==> config.mk <==
export PLATFORM = sky130hd
export DESIGN_NAME = tholin_bus_ctrl
export DESIGN_NICKNAME = d
export VERILOG_FILES = /design/src/rtl/tholin_bus_pkg.sv /design/src/rtl/tholin_bus_ctrl.sv
export SDC_FILE = /design/constraint.sdc
export NUM_CORES = 1
export LEC_CHECK = 0
export BUFFER_PORTS_ARGS = -buffer_cell sky130_fd_sc_hd__buf_2
export CAP_MARGIN = 20
export CORE_UTILIZATION = 55
export DETAILED_ROUTE_END_ITERATION = 7
export PLACE_DENSITY = 0.91
export SLEW_MARGIN = 20
export SYNTH_ARGS = -nofsm -noshare
export SYNTH_HDL_FRONTEND = slang
export SYNTH_SLANG_ARGS = --single-unit
==> constraint.sdc <==
create_clock -name clk -period 3.3 [get_ports clk]
set_clock_uncertainty 0.2 [all_clocks]
set_input_delay 0.33 -clock clk [delete_from_list [all_inputs] [get_ports clk]]
set_output_delay 0.33 -clock clk [all_outputs]
set_load 0.005 [all_outputs]
==> src/rtl/tholin_bus_pkg.sv <==
// Shared types and constants for the tholin external-memory bus controller.
// Pulled in by the controller with an import of tholin_bus_pkg.
package tholin_bus_pkg;

    typedef enum logic [2:0] {
        ST_IDLE = 3'd0,
        ST_AHI  = 3'd1,
        ST_ALO  = 3'd2,
        ST_DATA = 3'd3,
        ST_TURN = 3'd4,
        ST_DONE = 3'd5
    } bus_state_t;

    localparam logic BUS_DIR_IN = 1'b1;
    localparam int   HI_ADDR_W  = 15;

    // Halfword address presented during the ALO phase.
    function automatic logic [15:0] lo_addr(input logic [14:0] word_addr, input logic hw);
        return {word_addr, hw};
    endfunction

endpackage

==> src/rtl/tholin_bus_ctrl.sv <==
// Sequences 32-bit word requests onto the 16-bit multiplexed pad bus.
// Every pad output is a flop loaded from the state being entered.
module tholin_bus_ctrl
    import tholin_bus_pkg::*;
#(
    parameter int WAIT_CYCLES = 1
) (
    input  logic        clk,
    input  logic        rst_n,
    input  logic        req,
    input  logic        we,
    input  logic [31:0] addr,
    input  logic [31:0] wdata,
    input  logic [3:0]  be,
    output logic        ack,
    output logic [31:0] rdata,
    output logic        busy,
    output logic [15:0] bus_out,
    input  logic [15:0] bus_in,
    output logic        le_hi,
    output logic        le_lo,
    output logic        bus_dir,
    output logic        OEb,
    output logic        WEb_lo,
    output logic        WEb_hi
);

    localparam int CNT_W = $clog2(WAIT_CYCLES + 1);

    bus_state_t             state_q, state_d;
    logic                   hw_q, hw_d;
    logic                   we_q, we_d;
    logic [31:2]            addr_q, addr_d;
    logic [31:0]            wdata_q, wdata_d;
    logic [3:0]             be_q, be_d;
    logic                   hi_valid_q, hi_valid_d;
    logic [HI_ADDR_W-1:0]   hi_q, hi_d;
    logic [CNT_W-1:0]       cnt_q, cnt_d;
    logic [31:0]            rbuf_q, rbuf_d;
    logic [31:0]            rdata_q, rdata_d;
    logic                   ack_q, ack_d;
    logic                   busy_q, busy_d;
    logic [15:0]            bus_out_q, bus_out_d;
    logic                   le_hi_q, le_hi_d;
    logic                   le_lo_q, le_lo_d;
    logic                   bus_dir_q, bus_dir_d;
    logic                   oeb_q, oeb_d;
    logic                   web_lo_q, web_lo_d;
    logic                   web_hi_q, web_hi_d;

    logic                   accept_s;
    logic                   more_s;
    logic                   last_wait_s;
    logic [31:2]            addr_s;
    logic [31:0]            wdata_s;
    logic [3:0]             be_s;
    logic                   we_s;
    logic                   unused_addr_s;

    assign unused_addr_s = ^addr[1:0];

    assign accept_s    = (state_q == ST_IDLE) && req && !busy_q;
    assign more_s      = (hw_q == 1'b0) && (be_q[3:2] != 2'b00);
    assign last_wait_s = (cnt_q == CNT_W'(1));
    assign addr_s      = accept_s ? addr[31:2] : addr_q;
    assign wdata_s     = accept_s ? wdata      : wdata_q;
    assign be_s        = accept_s ? be         : be_q;
    assign we_s        = accept_s ? we         : we_q;

    // Next state, request capture, hi-address cache and read assembly.
    always_comb begin
        state_d    = state_q;
        hw_d       = hw_q;
        we_d       = we_q;
        addr_d     = addr_q;
        wdata_d    = wdata_q;
        be_d       = be_q;
        hi_valid_d = hi_valid_q;
        hi_d       = hi_q;
        rbuf_d     = rbuf_q;
        rdata_d    = rdata_q;

        case (state_q)
            ST_IDLE: begin
                if (accept_s) begin
                    we_d    = we;
                    addr_d  = addr[31:2];
                    wdata_d = wdata;
                    be_d    = be;
                    rbuf_d  = 32'h0000_0000;
                    hw_d    = (be[1:0] == 2'b00);
                    // An empty request idles one cycle in TURN so ack lands one edge later.
                    if (be == 4'b0000) begin
                        state_d = ST_TURN;
                    end else if (hi_valid_q && (hi_q == addr[31:17])) begin
                        state_d = ST_ALO;
                    end else begin
                        state_d = ST_AHI;
                    end
                end else begin
                    state_d = ST_IDLE;
                end
            end
            ST_AHI:  state_d = ST_ALO;
            ST_ALO:  state_d = ST_DATA;
            ST_DATA: begin
                if (last_wait_s) begin
                    if (!we_q) begin
                        state_d = ST_TURN;
                        if (hw_q) begin
                            rbuf_d[31:16] = bus_in;
                        end else begin
                            rbuf_d[15:0] = bus_in;
                        end
                    end else if (more_s) begin
                        state_d = ST_ALO;
                        hw_d    = 1'b1;
                    end else begin
                        state_d = ST_DONE;
                    end
                end else begin
                    state_d = ST_DATA;
                end
            end
            ST_TURN: begin
                if (more_s) begin
                    state_d = ST_ALO;
                    hw_d    = 1'b1;
                end else begin
                    state_d = ST_DONE;
                end
            end
            ST_DONE: state_d = ST_IDLE;
            default: state_d = ST_IDLE;
        endcase

        if (state_d == ST_AHI) begin
            hi_valid_d = 1'b1;
            hi_d       = addr_s[31:17];
        end else begin
            hi_valid_d = hi_valid_q;
        end

        if ((state_d == ST_DONE) && !we_q) begin
            rdata_d = rbuf_q;
        end else begin
            rdata_d = rdata_q;
        end
    end

    // Wait counter: reloaded on entry to DATA, counts down while there.
    always_comb begin
        cnt_d = cnt_q;
        if ((state_d == ST_DATA) && (state_q != ST_DATA)) begin
            cnt_d = CNT_W'(WAIT_CYCLES);
        end else if (state_q == ST_DATA) begin
            cnt_d = cnt_q - CNT_W'(1);
        end else begin
            cnt_d = cnt_q;
        end
    end

    // Pad and handshake outputs for the state being entered.
    always_comb begin
        bus_out_d = bus_out_q;
        le_hi_d   = 1'b0;
        le_lo_d   = 1'b0;
        bus_dir_d = BUS_DIR_IN;
        oeb_d     = 1'b1;
        web_lo_d  = 1'b1;
        web_hi_d  = 1'b1;
        ack_d     = 1'b0;
        busy_d    = (state_d != ST_IDLE);

        case (state_d)
            ST_AHI: begin
                bus_dir_d = ~BUS_DIR_IN;
                bus_out_d = {1'b0, addr_s[31:17]};
                le_hi_d   = 1'b1;
            end
            ST_ALO: begin
                bus_dir_d = ~BUS_DIR_IN;
                bus_out_d = lo_addr(addr_s[16:2], hw_d);
                le_lo_d   = 1'b1;
            end
            ST_DATA: begin
                if (we_s) begin
                    bus_dir_d = ~BUS_DIR_IN;
                    bus_out_d = hw_d ? wdata_s[31:16] : wdata_s[15:0];
                    web_lo_d  = hw_d ? ~be_s[2] : ~be_s[0];
                    web_hi_d  = hw_d ? ~be_s[3] : ~be_s[1];
                end else begin
                    bus_dir_d = BUS_DIR_IN;
                    oeb_d     = 1'b0;
                end
            end
            ST_DONE: ack_d = 1'b1;
            default: ack_d = 1'b0;
        endcase
    end

    // State and output registers.
    always_ff @(posedge clk or negedge rst_n) begin
        if (!rst_n) begin
            state_q    <= ST_IDLE;
            hw_q       <= 1'b0;
            we_q       <= 1'b0;
            addr_q     <= 30'h0000_0000;
            wdata_q    <= 32'h0000_0000;
            be_q       <= 4'b0000;
            hi_valid_q <= 1'b0;
            hi_q       <= 15'h0000;
            cnt_q      <= '0;
            rbuf_q     <= 32'h0000_0000;
            rdata_q    <= 32'h0000_0000;
            ack_q      <= 1'b0;
            busy_q     <= 1'b0;
            bus_out_q  <= 16'h0000;
            le_hi_q    <= 1'b0;
            le_lo_q    <= 1'b0;
            bus_dir_q  <= BUS_DIR_IN;
            oeb_q      <= 1'b1;
            web_lo_q   <= 1'b1;
            web_hi_q   <= 1'b1;
        end else begin
            state_q    <= state_d;
            hw_q       <= hw_d;
            we_q       <= we_d;
            addr_q     <= addr_d;
            wdata_q    <= wdata_d;
            be_q       <= be_d;
            hi_valid_q <= hi_valid_d;
            hi_q       <= hi_d;
            cnt_q      <= cnt_d;
            rbuf_q     <= rbuf_d;
            rdata_q    <= rdata_d;
            ack_q      <= ack_d;
            busy_q     <= busy_d;
            bus_out_q  <= bus_out_d;
            le_hi_q    <= le_hi_d;
            le_lo_q    <= le_lo_d;
            bus_dir_q  <= bus_dir_d;
            oeb_q      <= oeb_d;
            web_lo_q   <= web_lo_d;
            web_hi_q   <= web_hi_d;
        end
    end

    assign ack     = ack_q;
    assign rdata   = rdata_q;
    assign busy    = busy_q;
    assign bus_out = bus_out_q;
    assign le_hi   = le_hi_q;
    assign le_lo   = le_lo_q;
    assign bus_dir = bus_dir_q;
    assign OEb     = oeb_q;
    assign WEb_lo  = web_lo_q;
    assign WEb_hi  = web_hi_q;

endmodule

==> impl_results.md <==
* Maxcap violations at 0
* Final worst slack at 210 ps
* Die width at roughly 120 um
* Critical Path RT at 3400 ps
* Total wire length at 20000 um
* Cells after synthesis at a little under 600
* Critical Setup Path Class: reg -> reg
* DRT antenna net count at 0
* Core Util, Final at 74.5%
* Number of remaining DRC errors at 0
* Final period utilization at roughly 94%
* Max-slew headroom at around two fifths
* Setup WS pre-CTS at between 400 and 500 ps
* Max Freq at approximately 0.32 GHz
* Final nets at ~900
* WL/cell at 20.3 um
* Switch share at 36.0%
* Sink Count at roughly 180
* Gpl congestion at roughly 0.85
* Netlist Area Pre-Place at ~0.0074 sq mm
* Post-synth net total at between 600 and 700
* Synth async-reset ratio at 100%
* Fin area at about 0.0096 sq mm
* Area share of the largest cell type after synthesis at around 58%
* Synthesis Warnings at 0
* RSZ-0062 raised after global routing: false
* Vias in the first global route at about 6000
* Hold Crit Class: in -> reg
* VDD IR-drop max at 624 uV
* CTS tree: built
* Skew-Pair Late Insertion Delay at 440 ps
* Avg Cell Area, Syn at about 13 sq um
* Final hold vios at 0
* H-tree depth at 4
* Setup TNS at 0 ps
* Initial Utilization at a little under three fifths
* Gr usage total at between 30 and 40%
* DR vias at between 5000 and 6000
* Comb power frac at slightly below 40%
* Clock buffer count from CTS at 17
* Cts repair resizes at 0
* Num rows at 41
* TritonRoute pass-1 iters at 4
* Top cells by count, synth: 172 x dfrtp_1, 100 x mux2_2, 83 x nand2_1, 49 x o21ai_0, 32 x mux2i_1
* Internal power at a little under 6 mW
* Total power at 9.09 mW
* Hold Worst Slack at between 20 and 30 ps
* Area growth from synthesis to layout at 29.8%
* Clock network power share at 21.6%
* Fraction of layout cells with a size suffix above 1 at between 30% and 40%
* Total grt overflow at 0
* Pwr Density at roughly 950 mW/mm^2
* Dominant synthesized flop cell: dfrtp_1
* Final setup viols at 0
* Startpoint types: flop
* EDFF count, synth at 0
* Clock root cell: clkbuf_16
* CP max FO at 13
* Die ar. at approximately 0.014 sq mm
* Clk slew on worst S/H paths at about 80 ps
* Clock buffer depth at 2
* Arrival time at the worst endpoint at approximately 3200 ps
* DRT iter0 DRCs at a little over 400
* DR vias/cell at ~5.6
* First-pass GRT wire length at 32000 um
* Ports at 144
* DP Cell Count at ~880
* I/O Buffers at approximately 140
* Area leader, netlist: dfrtp_1
* Total setup buffers inserted after CTS at 0
* Die H at around 120 um
* Post-DP HPWL at 11400 um
* Post-route non-filler standard cell count at roughly 1000
* Synth cell types at 42
* Pin count of the biggest net entering global routing at 96
* Status: finished clean
* Top cells by area, synth: dfrtp_1 58%, mux2_2 15%, mux2i_1 4.4%
* Crit end category: flop
* Placed cell area at slightly above 0.008 sq mm
* Measured slew at the worst slew-check pin at slightly above 900 ps
* Slew Viols, Final at 0
* Core area at around 0.013 sq mm
* Most common cell in the netlist: dfrtp_1
* Min Tclk post-route at approximately 3100 ps
* Sw power at around 3.3 mW
* Flop and latch count out of synthesis at 176
* Initial antenna violation count at 1
* Seq/Total Area, Yosys at about three fifths
* Reg power frac at ~40%
* Lkg Pwr at 4.76 nW
==> power by group through the flow <==
| stage | clock, mW | sequential, mW | combinational [mW] |
|---|---|---|---|
| 2_1_floorplan | 0 | 3.48 | 2.34 |
| 6_report | 1.96 | 3.63 | 3.50 |
| 5_1_grt | 2.05 | 3.72 | 3.76 |
| 3_5_place_dp | 0 | 3.60 | 3.23 |
| 3_3_place_gp | 0 | 3.52 | 3.05 |
| 4_1_cts | 1.94 | 3.57 | 3.35 |
==> state kept, by name (all words and copies together) (netlist names), 3 cells and up <==
signal   cells
be_q         4
state_q      3
rdata       32
rbuf_q      32
hi_q        15
bus_out     16
wdata_q     32
addr_q      30
==> worst max-delay path, cell delays in order (launching register included) <==
cell and delay [ps]:
dfrtp_1 460, or4_4 580, or4_4 440, o221ai_4 220, buf_4 320, mux2i_1 390
mux2_2 260, o21ai_1 80
==> final cells by class <==
class	instances	area, sq um
fill	752	3270
antenna	1	2.50
tap	172	215
sequential	176	4410
clock inverter	9	83.8
inverter	19	71.3
clock buffer	23	478
timing repair buffer	225	1540
multi-input combinational	362	2750
==> placed cells by master (no fill, tap or decap), types with 4 or more instances in the layout <==
master,synthesis,final
dfrtp_1,172,172
inv_1,19,19
nor2b_1,4,4
o21ai_1,15,15
nand2b_1,5,5
buf_2,14,140
nand4_1,4,4
a2bb2oi_1,15,15
clkbuf_16,0,17
dfstp_2,4,4
dlygate4sd3_1,0,75
clkinv_2,0,4
nand3_1,5,5
mux2i_1,32,32
nand2_1,83,82
o21ai_0,49,49
xnor2_1,15,15
mux2_2,100,100
buf_4,0,8
==> layer usage <==
metal | vias to the layer above | share of wire, % | track usage, % | wire, um
met3 | 65 | 5.9 | 7.46 | 1180
met5 | - | 0 | 0 | 0
met4 | 0 | 4.5 | 16.7 | 891
li1 | 2455 | - | - | -
met2 | 245 | 54 | 54.7 | 10900
met1 | 2780 | 35 | 32.5 | 7080
==> kinds of logic (layout without fill, tap and decap cells) <==
| logic type | count (synthesis) | after routing | share of synthesized area [%] |
|---|---|---|---|
| DFF | 176 | 176 | 59.9 |
| muxes | 132 | 132 | 19.7 |
| and+or+nand+nor | 119 | 119 | 7.36 |
| AOI/OAI and AO/OA | 96 | 96 | 8.13 |
| buffers and inverters | 50 | 276 | 3.16 |
| xor gates and xnor gates | 15 | 15 | 1.79 |
| other | 0 | 1 | 0 |
==> what timing repair did <==
item | 4_1_cts | 5_1_grt
endpoints found under the setup margin | 0 | 0
hold buffers | 75 | 0
hold endpoints to repair | 173 | 0
==> worst paths after layout <==
path | start | to | slack [ps] | cells past startpoint
setup / recovery | state_q[1] | bus_out[8] | 210 | 7
hold / removal | addr[24] | addr_q[24] | 30 | 3
setup reg to reg | state_q[1] | bus_out[8] | 210 | 7
hold reg to reg | rbuf_q[23] | rbuf_q[23] | 270 | 2
max in group asynchronous | rst_n | wdata_q[17] | 1630 | 3
min in group asynchronous | rst_n | rdata[2] | 350 | 2
No activity file was read; power rests on OpenSTA's default activity.
